$ cat config.mk
export PLATFORM = sky130hd
export DESIGN_NAME = wam_game_core
export DESIGN_NICKNAME = d
export VERILOG_FILES = /design/src/rtl/wam_game_core.sv
export SDC_FILE = /design/constraint.sdc
export NUM_CORES = 1
export LEC_CHECK = 0
export ABC_AREA = 1
export CAP_MARGIN = 20
export CORE_MARGIN = 1
export CORE_UTILIZATION = 30
export CTS_CLUSTER_DIAMETER = 60
export DETAILED_ROUTE_END_ITERATION = 10
export PLACE_DENSITY = 0.52
export SLEW_MARGIN = 20
export SYNTH_ARGS = -nofsm -noshare
export SYNTH_HDL_FRONTEND = slang
export SYNTH_SLANG_ARGS = --single-unit
$ cat constraint.sdc
create_clock -name clk -period 5.2 [get_ports clk]
set_input_delay 0.52 -clock clk [delete_from_list [all_inputs] [get_ports clk]]
set_output_delay 0.52 -clock clk [all_outputs]
set_load 0.01 [all_outputs]
$ cat src/rtl/wam_game_core.sv
// Whack-a-mole game engine: LFSR-picked mole spawns, per-hole lifetimes,
// BCD hit score and a round timer paced by a divided game tick.
module wam_game_core #(
  parameter int          TICK_DIV      = 500000,
  parameter int          TICKS_PER_SEC = 100,
  parameter int          GAME_SECS     = 30,
  parameter logic [15:0] LFSR_SEED     = 16'hACE1
) (
  input  logic        clk,
  input  logic        clr,
  input  logic        start,
  input  logic [3:0]  hrdn,
  input  logic [7:0]  tap,
  output logic [7:0]  holes,
  output logic [11:0] score,
  output logic [4:0]  time_display,
  output logic        pause
);
  localparam int TW = (TICK_DIV > 1) ? $clog2(TICK_DIV) : 1;
  localparam int SW = (TICKS_PER_SEC > 1) ? $clog2(TICKS_PER_SEC) : 1;

  typedef enum logic [1:0] {IDLE, RUN, OVER} state_t;

  function automatic logic [3:0] clamp_lvl(input logic [3:0] h);
    if (h == 4'd0) return 4'd1;
    if (h > 4'd9)  return 4'd9;
    return h;
  endfunction

  function automatic logic [7:0] spawn_of(input logic [3:0] l);
    return 8'd120 - 8'd10 * {4'd0, l};
  endfunction

  function automatic logic [7:0] life_of(input logic [3:0] l);
    return 8'd200 - 8'd15 * {4'd0, l};
  endfunction

  // Digit-wise BCD add of a small count (0..8); a hundreds overflow pins at 999.
  function automatic logic [11:0] bcd_add(input logic [11:0] s, input logic [3:0] n);
    logic [4:0] d0, d1, d2;
    d0 = {1'b0, s[3:0]} + {1'b0, n};
    d1 = {1'b0, s[7:4]};
    d2 = {1'b0, s[11:8]};
    if (d0 > 5'd9) begin d0 = d0 - 5'd10; d1 = d1 + 5'd1; end
    if (d1 > 5'd9) begin d1 = d1 - 5'd10; d2 = d2 + 5'd1; end
    if (d2 > 5'd9) return 12'h999;
    return {d2[3:0], d1[3:0], d0[3:0]};
  endfunction

  state_t         r_state, w_state_nxt;
  logic [15:0]    r_lfsr;
  logic           r_start_q;
  logic [7:0]     r_tap_q;
  logic [TW-1:0]  r_tick_cnt;
  logic [SW-1:0]  r_sec_cnt;
  logic [3:0]     r_lvl;
  logic [7:0]     r_spawn_cnt;
  logic [7:0]     r_holes;
  logic [11:0]    r_score;
  logic [4:0]     r_time;

  logic       w_run, w_start_rise, w_enter, w_tick, w_sec_wrap, w_final, w_spawn_fire;
  logic [2:0] w_idx;
  logic [7:0] w_tap_rise, w_hit, w_expire, w_spawn_bit, w_holes_nxt;

  assign w_run        = (r_state == RUN);
  assign w_start_rise = start & ~r_start_q;
  assign w_enter      = ~w_run & w_start_rise;
  assign w_tick       = w_run && (r_tick_cnt == TW'(TICK_DIV - 1));
  assign w_sec_wrap   = w_tick && (r_sec_cnt == SW'(TICKS_PER_SEC - 1));
  assign w_final      = w_sec_wrap && (r_time == 5'd1);
  assign w_tap_rise   = tap & ~r_tap_q;
  assign w_hit        = w_run ? (w_tap_rise & r_holes) : 8'd0;
  assign w_idx        = r_lfsr[2:0];
  assign w_spawn_fire = w_tick && (r_spawn_cnt == 8'd1);
  // An occupied target (even one being hit this edge) makes the spawn a skip.
  assign w_spawn_bit  = (w_spawn_fire && !r_holes[w_idx]) ? (8'd1 << w_idx) : 8'd0;
  assign w_holes_nxt  = w_final ? 8'd0 : ((r_holes & ~w_hit & ~w_expire) | w_spawn_bit);

  for (genvar i = 0; i < 8; i++) begin : g_hole
    logic [7:0] r_life;
    assign w_expire[i] = w_tick & r_holes[i] & (r_life == 8'd1);
    always_ff @(posedge clk or posedge clr) begin
      if (clr)                                        r_life <= '0;
      else if (w_spawn_bit[i])                        r_life <= life_of(r_lvl);
      else if (w_tick && r_holes[i] && r_life != 8'd1) r_life <= r_life - 8'd1;
    end
  end

  always_ff @(posedge clk or posedge clr) begin
    if (clr) r_state <= IDLE;
    else     r_state <= w_state_nxt;
  end

  always_comb begin
    w_state_nxt = r_state;
    case (r_state)
      IDLE, OVER: if (w_start_rise) w_state_nxt = RUN;
      RUN:        if (w_final)      w_state_nxt = OVER;
      default:    w_state_nxt = IDLE;
    endcase
  end

  always_ff @(posedge clk or posedge clr) begin
    if (clr) begin
      r_lfsr      <= LFSR_SEED;
      r_start_q   <= 1'b0;
      r_tap_q     <= 8'd0;
      r_tick_cnt  <= '0;
      r_sec_cnt   <= '0;
      r_lvl       <= 4'd1;
      r_spawn_cnt <= 8'd0;
      r_holes     <= 8'd0;
      r_score     <= 12'h000;
      r_time      <= 5'(GAME_SECS);
    end else begin
      r_lfsr    <= {r_lfsr[0] ^ r_lfsr[2] ^ r_lfsr[3] ^ r_lfsr[5], r_lfsr[15:1]};
      r_start_q <= start;
      r_tap_q   <= tap;
      if (w_enter) begin
        r_tick_cnt  <= '0;
        r_sec_cnt   <= '0;
        r_lvl       <= clamp_lvl(hrdn);
        r_spawn_cnt <= spawn_of(clamp_lvl(hrdn));
        r_holes     <= 8'd0;
        r_score     <= 12'h000;
        r_time      <= 5'(GAME_SECS);
      end else if (w_run) begin
        r_tick_cnt <= w_tick ? '0 : r_tick_cnt + TW'(1);
        if (w_tick) begin
          r_sec_cnt   <= w_sec_wrap ? '0 : r_sec_cnt + SW'(1);
          r_spawn_cnt <= w_spawn_fire ? spawn_of(r_lvl) : r_spawn_cnt - 8'd1;
          if (w_sec_wrap && r_time != 5'd0) r_time <= r_time - 5'd1;
        end
        r_holes <= w_holes_nxt;
        r_score <= bcd_add(r_score, 4'($countones(w_hit)));
      end
    end
  end

  assign holes        = r_holes;
  assign score        = r_score;
  assign time_display = r_time;
  assign pause        = ~w_run;
endmodule
==> impl_metrics.tcl, run 1 <==
set metrics [dict create \
    period_minus_slack_ns 4.85 \
    period_share 0.933 \
    max_slew.worst_pin.slew_ns 0.928 \
    ctsHtreeMaxLevel 4 \
    drt_wl_total_um 25800 \
    drc 0 \
    mostFrequentLayoutCell "nand2_1" \
    cts_sinks 154 \
    routed_via_density 4.79 \
    worst-path-buf-inv 6 \
    overflow 0 \
    slew-limit-headroom 0.382 \
    setup_viol 0 \
    path_class "in -> reg" \
    ys_types 57 \
    clk_latency_ns 0.44 \
    rows 66 \
    synth_edf_count 0 \
    cpMostUsedCell "nand2_1" \
    synth_area_um2 10100 \
    ys_ff_latch 154 \
    die-area_um2 34300 \
    power_w 0.00591 \
    die_h_um 185 \
    cts_setup_buffers 0 \
    routabilityCongestion 0.840 \
    hold_viol_final 0 \
    final_area_um2 11700 \
    core_area_um2 32800 \
    startpoint_type "input port" \
    worst_hold_slack_ns 0.350 \
    drtIter0Drc 487 \
    slowest_delay_ns 0.51 \
    rr_startpoint "r_state[0]" \
    gr-usage-all-layers 0.160 \
    ys.flop_type "dfrtp_1" \
    syn-num-nets 1312 \
    drv_slew 0 \
    min-delay-start "r_lfsr[9]" \
    yosysSeqAreaShare 0.384 \
    first_pass_iters 5 \
    cap_violations 0 \
    hp-class "reg -> reg" \
    cp_max_fo 8 \
    antenna_found_initial 0 \
    ys.warnings.count 0 \
    dpl.hpwl_um 18100 \
    ioPinCount 41 \
    grt_max_degree 88 \
    wl_per_cell_um 14.9 \
    area_delta_synth_final_pct 16.3 \
    fin_util 0.358 \
    cts_tree "built" \
    synthArstFlopShare 1.00 \
    crit_arrival_ns 5.22 \
    placed_cell_area_um2 11000 \
    avgSynthCellArea_um2 8.23 \
    required_ns 5.56 \
    critPathSlowestCell "clkdlybuf4s50_1" \
    ant_nets 0 \
    p_leak_nw 5.60 \
    cts.clk_slew.worst_paths_ns 0.07 \
    drive_gt1_frac 0.101 \
    setup_tns_ns 0 \
    ir_drop_uv 474 \
    initial_core_util 0.308 \
    critPathLaunch "tap[2]" \
    skew_ns 0.00917 \
    rsz0062_at_grt "no" \
    fmax_ghz 0.206 \
    cts_buffers 17 \
    outcome "finished, final reports clean" \
    endpoint_kind "flip-flop" \
    final_cell_mix "219 x nand2_1, 171 x inv_1, 141 x dfrtp_1, 99 x nor2_1, 91 x nand3_1" \
    placement.io_buffers 40 \
    nNetsFinal 1370 \
    synth_cells 1225 \
    critPathTopFamily "adder cells" \
    cts_buffer_depth 2 \
    n_antenna_cell 0 \
    grt_pass1_vias 8043 \
    dieWidth_um 185 \
    cts_root_buffer "clkbuf_16" \
    grt_pass1_wl_um 42700 \
    power_density_nw_per_um2 504 \
    vias 8321 \
]
## final cells by class
cell class | instances | area, µm²
Fill cell | 3371 | 21100
Timing Repair Buffer | 61 | 558
Multi-Input combinational cell | 865 | 5370
Tap cell | 442 | 553
Inverter | 184 | 701
Clock buffer | 19 | 453
Sequential cell | 154 | 3870
Clock inverter | 13 | 216
## path summary, 6_finish.rpt
| path | to | slack, ns | depth (start not counted) |
|---|---|---|---|
| max in group asynchronous | g_hole[7].r_life[4] | 3.55 | 3 |
| min in group asynchronous | score[7] | 0.63 | 2 |
| hold / removal | r_lfsr[8] | 0.35 | 0 |
| setup / recovery | score[10] | 0.35 | 26 |
| hold reg to reg | r_lfsr[8] | 0.35 | 0 |
| setup reg to reg | score[10] | 0.35 | 26 |
## cell families (layout without fill, tap and decap cells)
| logic type | after synthesis | in the layout | share of synthesized area |
|---|---|---|---|
| AO/OA/AOI/OAI | 197 | 197 | 0.116 |
| flip-flops | 154 | 154 | 0.384 |
| buffers and inverters | 206 | 277 | 0.0852 |
| AND/OR/NAND/NOR | 516 | 516 | 0.247 |
| XOR/XNOR | 80 | 80 | 0.0695 |
| adder cells (fa/ha/maj) | 72 | 72 | 0.0990 |
## worst reg2reg max path: stages (launching register included)
cell and delay [ns]:
dfrtp_1 0.34, inv_1 0.05, or2_1 0.29, nor3_2 0.13
buf_4 0.14, fa_1 0.41, inv_1 0.11, fa_1 0.46
fa_1 0.47, fa_1 0.37, inv_1 0.09, fa_1 0.45
inv_1 0.09, nand3_1 0.11, nand3_2 0.14, nand2_2 0.10
nand2_1 0.07, nand2_1 0.06, inv_1 0.08, nand2_2 0.11
nand2_4 0.10, nand2_1 0.09, nand2_1 0.07, nand2_1 0.08
nand2_4 0.11, nand2_1 0.09, o21ai_0 0.14
## through the flow
step | cells | setup slack (ns)
2_1_floorplan | 1225 | 0.533
3_3_place_gp | 1706 | -0.121
3_5_place_dp | 1706 | -0.248
6_report | 1738 | 0.346
4_1_cts | 1738 | 0.193
5_1_grt | 1738 | 0.00557
## state kept, by name, indices dropped and copies added, names as in the netlist
| register | count |
|---|---|
| g_hole.r_life | 64 |
| r_tick_cnt | 19 |
| r_lfsr | 16 |
| score | 12 |
| holes | 8 |
| r_spawn_cnt | 8 |
| r_tap_q | 8 |
| r_sec_cnt | 7 |
| time_display | 5 |
| r_lvl | 4 |
| r_state | 2 |
| r_start_q | 1 |
## per-layer routing
layer / vias up / global-route usage / part of all wire
li1: 4140 / - / -
met1: 4015 / 0.227 / 0.51
met2: 148 / 0.250 / 0.44
met3: 18 / 0.0263 / 0.034
met4: 0 / 0.0453 / 0.015
met5: - / 0 / 0
## power breakdown
part	switching (W)	total, W	internal [W]
clock network	0.000550	0.00143	0.000883
logic	0.00192	0.00295	0.00102
registers	0.000189	0.00153	0.00134
## repair_timing
action	CTS	global route
hold buffers	0	0
resized for setup	0	5
endpoints found under the hold margin	0	0
endpoints found under the setup margin	0	12
## synthesized netlist by cell type (all sizes together) (13+ instances only)
library cell  number  area share
o21ai             80       0.040
a21oi             53       0.027
xor2              48       0.042
o211ai            18       0.014
nor3              37       0.026
fa                13       0.026
dfstp             13       0.034
nor2             104       0.041
xnor2             32       0.028
nor4              15       0.011
inv              180       0.067
buf               14       0.013
ha                59       0.073
nand2            227       0.087
nand3            103       0.061
dfrtp            141        0.35
(Power assumes the default switching activity.)
==> inputs of run 2 (changes only) <==
==> constraint.sdc (replaced) <==
create_clock -name clk -period 5.2 [get_ports clk]
set_input_delay 1.04 -clock clk [delete_from_list [all_inputs] [get_ports clk]]
set_output_delay 1.04 -clock clk [all_outputs]
set_load 0.01 [all_outputs]
==> run 2 against run 1 <==
Against the previous run: combinational power is 4% higher; total power increased by 1.4%; via count rose by 0.42%; sequential share of layout area fell by 0.62 points; routed wire length is 0.93% higher; clock power fell by 3%; sequential power about the same; critical path type unchanged; largest cell class unchanged; largest power group unchanged; highest routed layer unchanged.
==> impl_metrics.tcl, run 2 (same netlist as run 1, synthesis figures left out) <==
set metrics [dict create \
    drv_slew 0 \
    ioPinCount 41 \
    reg2reg_slack_ns 0.37 \
    setup_viol 0 \
    grt_pass1_vias 8126 \
    comb_power_share 0.514 \
    grt_max_degree 97 \
    dp.cells 1713 \
    drt_wl_total_um 26100 \
    dpl.hpwl_um 18100 \
    startpoint_type "input port" \
    stdcell_count 1757 \
    drive_gt1_frac 0.129 \
    wl_per_cell_um 14.8 \
    p_leak_nw 5.70 \
    power_density_nw_per_um2 502 \
    top_register "g_hole.r_life" \
    rows 66 \
    path_class "in -> reg" \
    outcome "finished, final reports clean" \
    p_switching_w 0.00268 \
    crit_arrival_ns 5.33 \
    overflow 0 \
    slowest_delay_ns 0.60 \
    cts_buffers 17 \
    grt.met2_usage 0.255 \
    power_w 0.00599 \
    drtIter0Drc 424 \
    initial_core_util 0.308 \
    die_h_um 185 \
    regArea_um2 3870 \
    max_slew.worst_pin.slew_ns 0.931 \
    largest_reg_flops 64 \
    fill_cells 3421 \
    nNetsFinal 1389 \
    dieWidth_um 185 \
    placed_cell_area_um2 11100 \
    grt_pass1_wl_um 43100 \
    antenna_found_initial 0 \
    endpoint_kind "flip-flop" \
    ctsHtreeMaxLevel 4 \
    placement.io_buffers 40 \
    first_pass_iters 4 \
    grt.busiest_layer "met2" \
    fin_util 0.364 \
    required_ns 5.52 \
    setup_tns_ns 0 \
    ir_drop_uv 567 \
    cts_sinks 154 \
    power_frac_seq 0.256 \
    hold_viol_final 0 \
    cts_buffer_depth 2 \
    core_area_um2 32800 \
    skew_ns 0.0111 \
    clk_latency_ns 0.43 \
    hp-class "reg -> reg" \
    critPathSlowestCell "fa_2" \
    cp_max_fo 8 \
    period_share 0.964 \
    gr-usage-all-layers 0.161 \
    cell_internal_pwr_w 0.00331 \
    clkPwrFrac 0.230 \
    cap_violations 0 \
    power_switching_share 0.448 \
    cts_root_buffer "clkbuf_16" \
    cts_tree "built" \
    routabilityCongestion 0.863 \
    slew-limit-headroom 0.380 \
    final_cell_mix "211 x nand2_1, 167 x inv_1, 141 x dfrtp_1, 99 x nor2_1, 87 x nand3_1" \
    cts.clk_slew.worst_paths_ns 0.06 \
    multiInputGateArea_um2 5460 \
    drc 0 \
    final_area_um2 11900 \
    vias 8356 \
    ant_nets 0 \
    die-area_um2 34300 \
    period_minus_slack_ns 5.01 \
    cpMostUsedCell "nand2_1" \
    use_met1 0.228 \
    n_antenna_cell 0 \
    met3_usage 0.0254 \
    routed_via_density 4.76 \
    top_regs "g_hole.r_life (64), r_tick_cnt (19), r_lfsr (16)" \
    fmax_ghz 0.200 \
    area_delta_synth_final_pct 18.5 \
    mostFrequentLayoutCell "nand2_1" \
]
[run 2: changes by cell type in the layout (fill, tap and decap cells not counted), moves of 4 or more]
cell,change
buf_4,+17
nand2_1,-8
nand2_2,+6
inv_1,-4
inv_2,+4
nand3_1,-4
[run 2: per-stage QoR]
step	hold slack, ns	setup WS [ns]
after detailed placement	0.337	-0.695
after global routing	0.358	-0.00525
after global placement	0.335	-0.623
after CTS	0.354	0.134
final	0.350	0.190
after floorplan	0.331	0.0317
[run 2: worst paths after layout]
path,cells past startpoint,endpoint,startpoint
max in group asynchronous,3,r_lvl[0],clr
worst min-delay path,0,r_lfsr[8],r_lfsr[9]
min in group asynchronous,2,score[7],clr
worst min register to register,0,r_lfsr[8],r_lfsr[9]
worst max register to register,25,score[7],r_state[0]
worst max-delay path,25,score[7],tap[2]
[run 2: power groups by stage]
stage | Sequential [W] | Clock [W] | Combinational (W)
after global placement | 0.00155 | 0 | 0.00293
final | 0.00153 | 0.00138 | 0.00308
after CTS | 0.00153 | 0.00141 | 0.00306
after detailed placement | 0.00155 | 0 | 0.00293
after global routing | 0.00156 | 0.00146 | 0.00338
after floorplan | 0.00151 | 0 | 0.00156
[run 2: what timing repair did]
item | in CTS | in global routing
buffers inserted | 6 | 6
endpoints found under the setup margin | 12 | 12
resized for setup | 26 | 10
hold buffers | 0 | 0
pin swaps | 10 | 11
[run 2: area by class of cell]
| class | instances | area share |
|---|---|---|
| multi-input combinational | 865 | 0.457 |
| sequential | 154 | 0.324 |
| tap | 442 | 0.0463 |
| timing repair buffer | 80 | 0.0599 |
| inverter | 184 | 0.0587 |
| clock buffer | 19 | 0.0379 |
| clock inverter | 13 | 0.0160 |
[run 2: routing by layer]
metal / vias to the layer above / share of wire
met4: 0 / 0.012
met5: - / 0
li1: 4191 / -
met2: 119 / 0.46
met1: 4023 / 0.50
met3: 23 / 0.032
[run 2: worst max-delay path, delay by kind of cell]
kind,cells,cell delay (ns)
adders and majority gates,5,2.32
buffers and inverters,8,1.01
and+or+nand+nor,12,0.98
==> inputs of run 3 (changes only) <==
==> constraint.sdc (replaced) <==
create_clock -name clk -period 5.78 [get_ports clk]
set_input_delay 1.156 -clock clk [delete_from_list [all_inputs] [get_ports clk]]
set_output_delay 1.156 -clock clk [all_outputs]
set_load 0.01 [all_outputs]
==> run 3 against run 2 <==
Against the previous run: non-clock buffer count decreased by 19; register-to-register slack improved by 0.18 ns; sequential power decreased by 9.8%; first-iteration DRC count increased by 9.7%; combinational power decreased by 16%; worst setup slack improved by 0.030 ns; highest routed layer unchanged; clock skew about the same; global-route usage decreased by 0.17 points; final cell count decreased by 1.1%; sequential cell count unchanged.
==> impl_metrics.tcl, run 3 (same netlist as run 1, synthesis figures left out) <==
set metrics [dict create \
    grt_pass1_wl_um 42600 \
    drt_wl_total_um 25700 \
    cts.clk_slew.worst_paths_ns 0.07 \
    antenna_found_initial 0 \
    power_w 0.00522 \
    cts_tree "built" \
    worst_hold_slack_ns 0.346 \
    skew_ns 0.0110 \
    p_switching_w 0.00234 \
    initial_core_util 0.308 \
    area_delta_synth_final_pct 16.6 \
    final_cell_mix "217 x nand2_1, 168 x inv_1, 141 x dfrtp_1, 99 x nor2_1, 91 x nand3_1" \
    overflow 0 \
    drc 0 \
    first_pass_iters 5 \
    core_area_um2 32800 \
    clkPwrFrac 0.242 \
    hold_viol_final 0 \
    startpoint_type "input port" \
    die_h_um 185 \
    top_register "g_hole.r_life" \
    endpoint_kind "flip-flop" \
    cts_root_buffer "clkbuf_16" \
    power_switching_share 0.449 \
    max_slew.worst_pin.slew_ns 1.14 \
    drv_slew 0 \
    n_antenna_cell 0 \
    regArea_um2 3870 \
    fin_util 0.359 \
    fmax_ghz 0.180 \
    critPathSlowestCell "fa_1" \
    period_share 0.962 \
    cts_sinks 154 \
    nNetsFinal 1370 \
    ir_drop_uv 413 \
    top_regs "g_hole.r_life (64), r_tick_cnt (19), r_lfsr (16)" \
    gr-usage-all-layers 0.159 \
    cts_buffers 17 \
    power_density_nw_per_um2 444 \
    die-area_um2 34300 \
    outcome "finished, final reports clean" \
    cpMostUsedCell "nand2_1" \
    power_frac_seq 0.264 \
    p_leak_nw 5.59 \
    mostFrequentLayoutCell "nand2_1" \
    dp.cells 1704 \
    cts_buffer_depth 2 \
    drtIter0Drc 465 \
    grt_max_degree 102 \
    slowest_delay_ns 0.50 \
    dpl.hpwl_um 18000 \
    routabilityCongestion 0.827 \
    ant_nets 0 \
    ioPinCount 41 \
    clk_latency_ns 0.43 \
    setup_viol 0 \
    multiInputGateArea_um2 5420 \
    routed_via_density 4.71 \
    cts-hold-fix-buffers 0 \
    path_class "in -> reg" \
    ctsHtreeMaxLevel 4 \
    drive_gt1_frac 0.106 \
    dieWidth_um 185 \
    crit_arrival_ns 5.87 \
    hp-class "reg -> reg" \
    cell_internal_pwr_w 0.00288 \
    placement.io_buffers 40 \
    fill_cells 3398 \
    slew-limit-headroom 0.232 \
    vias 8183 \
    wl_per_cell_um 14.8 \
    rows 66 \
    cp_max_fo 8 \
    cap_violations 0 \
    comb_power_share 0.494 \
    required_ns 6.09 \
    grt_pass1_vias 8141 \
    period_minus_slack_ns 5.56 \
    largest_reg_flops 64 \
    stdcell_count 1738 \
]
==> run 3: cell count changes in the layout (fill, tap and decap cells not counted), sizes merged <==
cell	before	now
buf	40	21
bufinv	4	5
clkdlybuf4s15	1	0
clkdlybuf4s50	38	40
clkinv	9	6
clkinvlp	3	4
dlygate4sd2	1	0
inv	181	182
==> run 3: layer usage <==
metal  global-route usage  part of all wire  vias to the layer above
li1                     -                 -                     4137
met1                0.227              0.50                     3909
met2                0.250              0.46                      118
met3               0.0252             0.032                       19
met4               0.0380            0.0097                        0
met5                    0                 0                        -
==> run 3: per-stage QoR <==
stage                     setup TNS [ns]  setup slack [ns]  cell area (µm²)
after floorplan                        0             0.496            10100
after global placement             -2.20            -0.212            11000
after detailed placement           -2.78            -0.285            11000
after CTS                              0            0.0971            11700
after global routing              -0.587           -0.0752            11800
final                                  0             0.220            11800
==> run 3: power groups by stage <==
stage,Clock [W],Sequential (W),Combinational [W]
global route,0.00134,0.00141,0.00287
global placement,0,0.00140,0.00253
detailed placement,0,0.00140,0.00258
floorplan,0,0.00136,0.00140
CTS,0.00129,0.00138,0.00260
finish,0.00126,0.00138,0.00258
==> run 3: area by class of cell <==
type	instances	share of cell area
multi-input combinational	865	0.461
sequential	154	0.329
inverter	184	0.0596
timing repair buffer	61	0.0475
tap	442	0.0470
clock buffer	19	0.0377
clock inverter	13	0.0183
==> run 3: repair_timing <==
action                     4_1_cts  5_1_grt
setup buffers                    0        2
gates resized for setup          0       14
setup endpoints to repair        0       12
==> run 3: worst max-delay path: cells and delay by family <==
| family | cells | cell delay, ns |
|---|---|---|
| compound gates | 1 | 0.07 |
| fa+ha+maj | 5 | 2.29 |
| buf+inv | 5 | 0.88 |
| simple gates | 14 | 1.46 |
==> run 3: final timing paths <==
path | start | endpoint | slack [ns] | cells after the start
setup / recovery | tap[0] | score[10] | 0.22 | 25
hold / removal | r_lfsr[4] | r_lfsr[3] | 0.35 | 0
setup reg to reg | r_state[0] | score[10] | 0.55 | 25
hold reg to reg | r_lfsr[4] | r_lfsr[3] | 0.35 | 0
max in group asynchronous | clr | g_hole[3].r_life[2] | 3.45 | 3
min in group asynchronous | clr | score[7] | 1.27 | 2
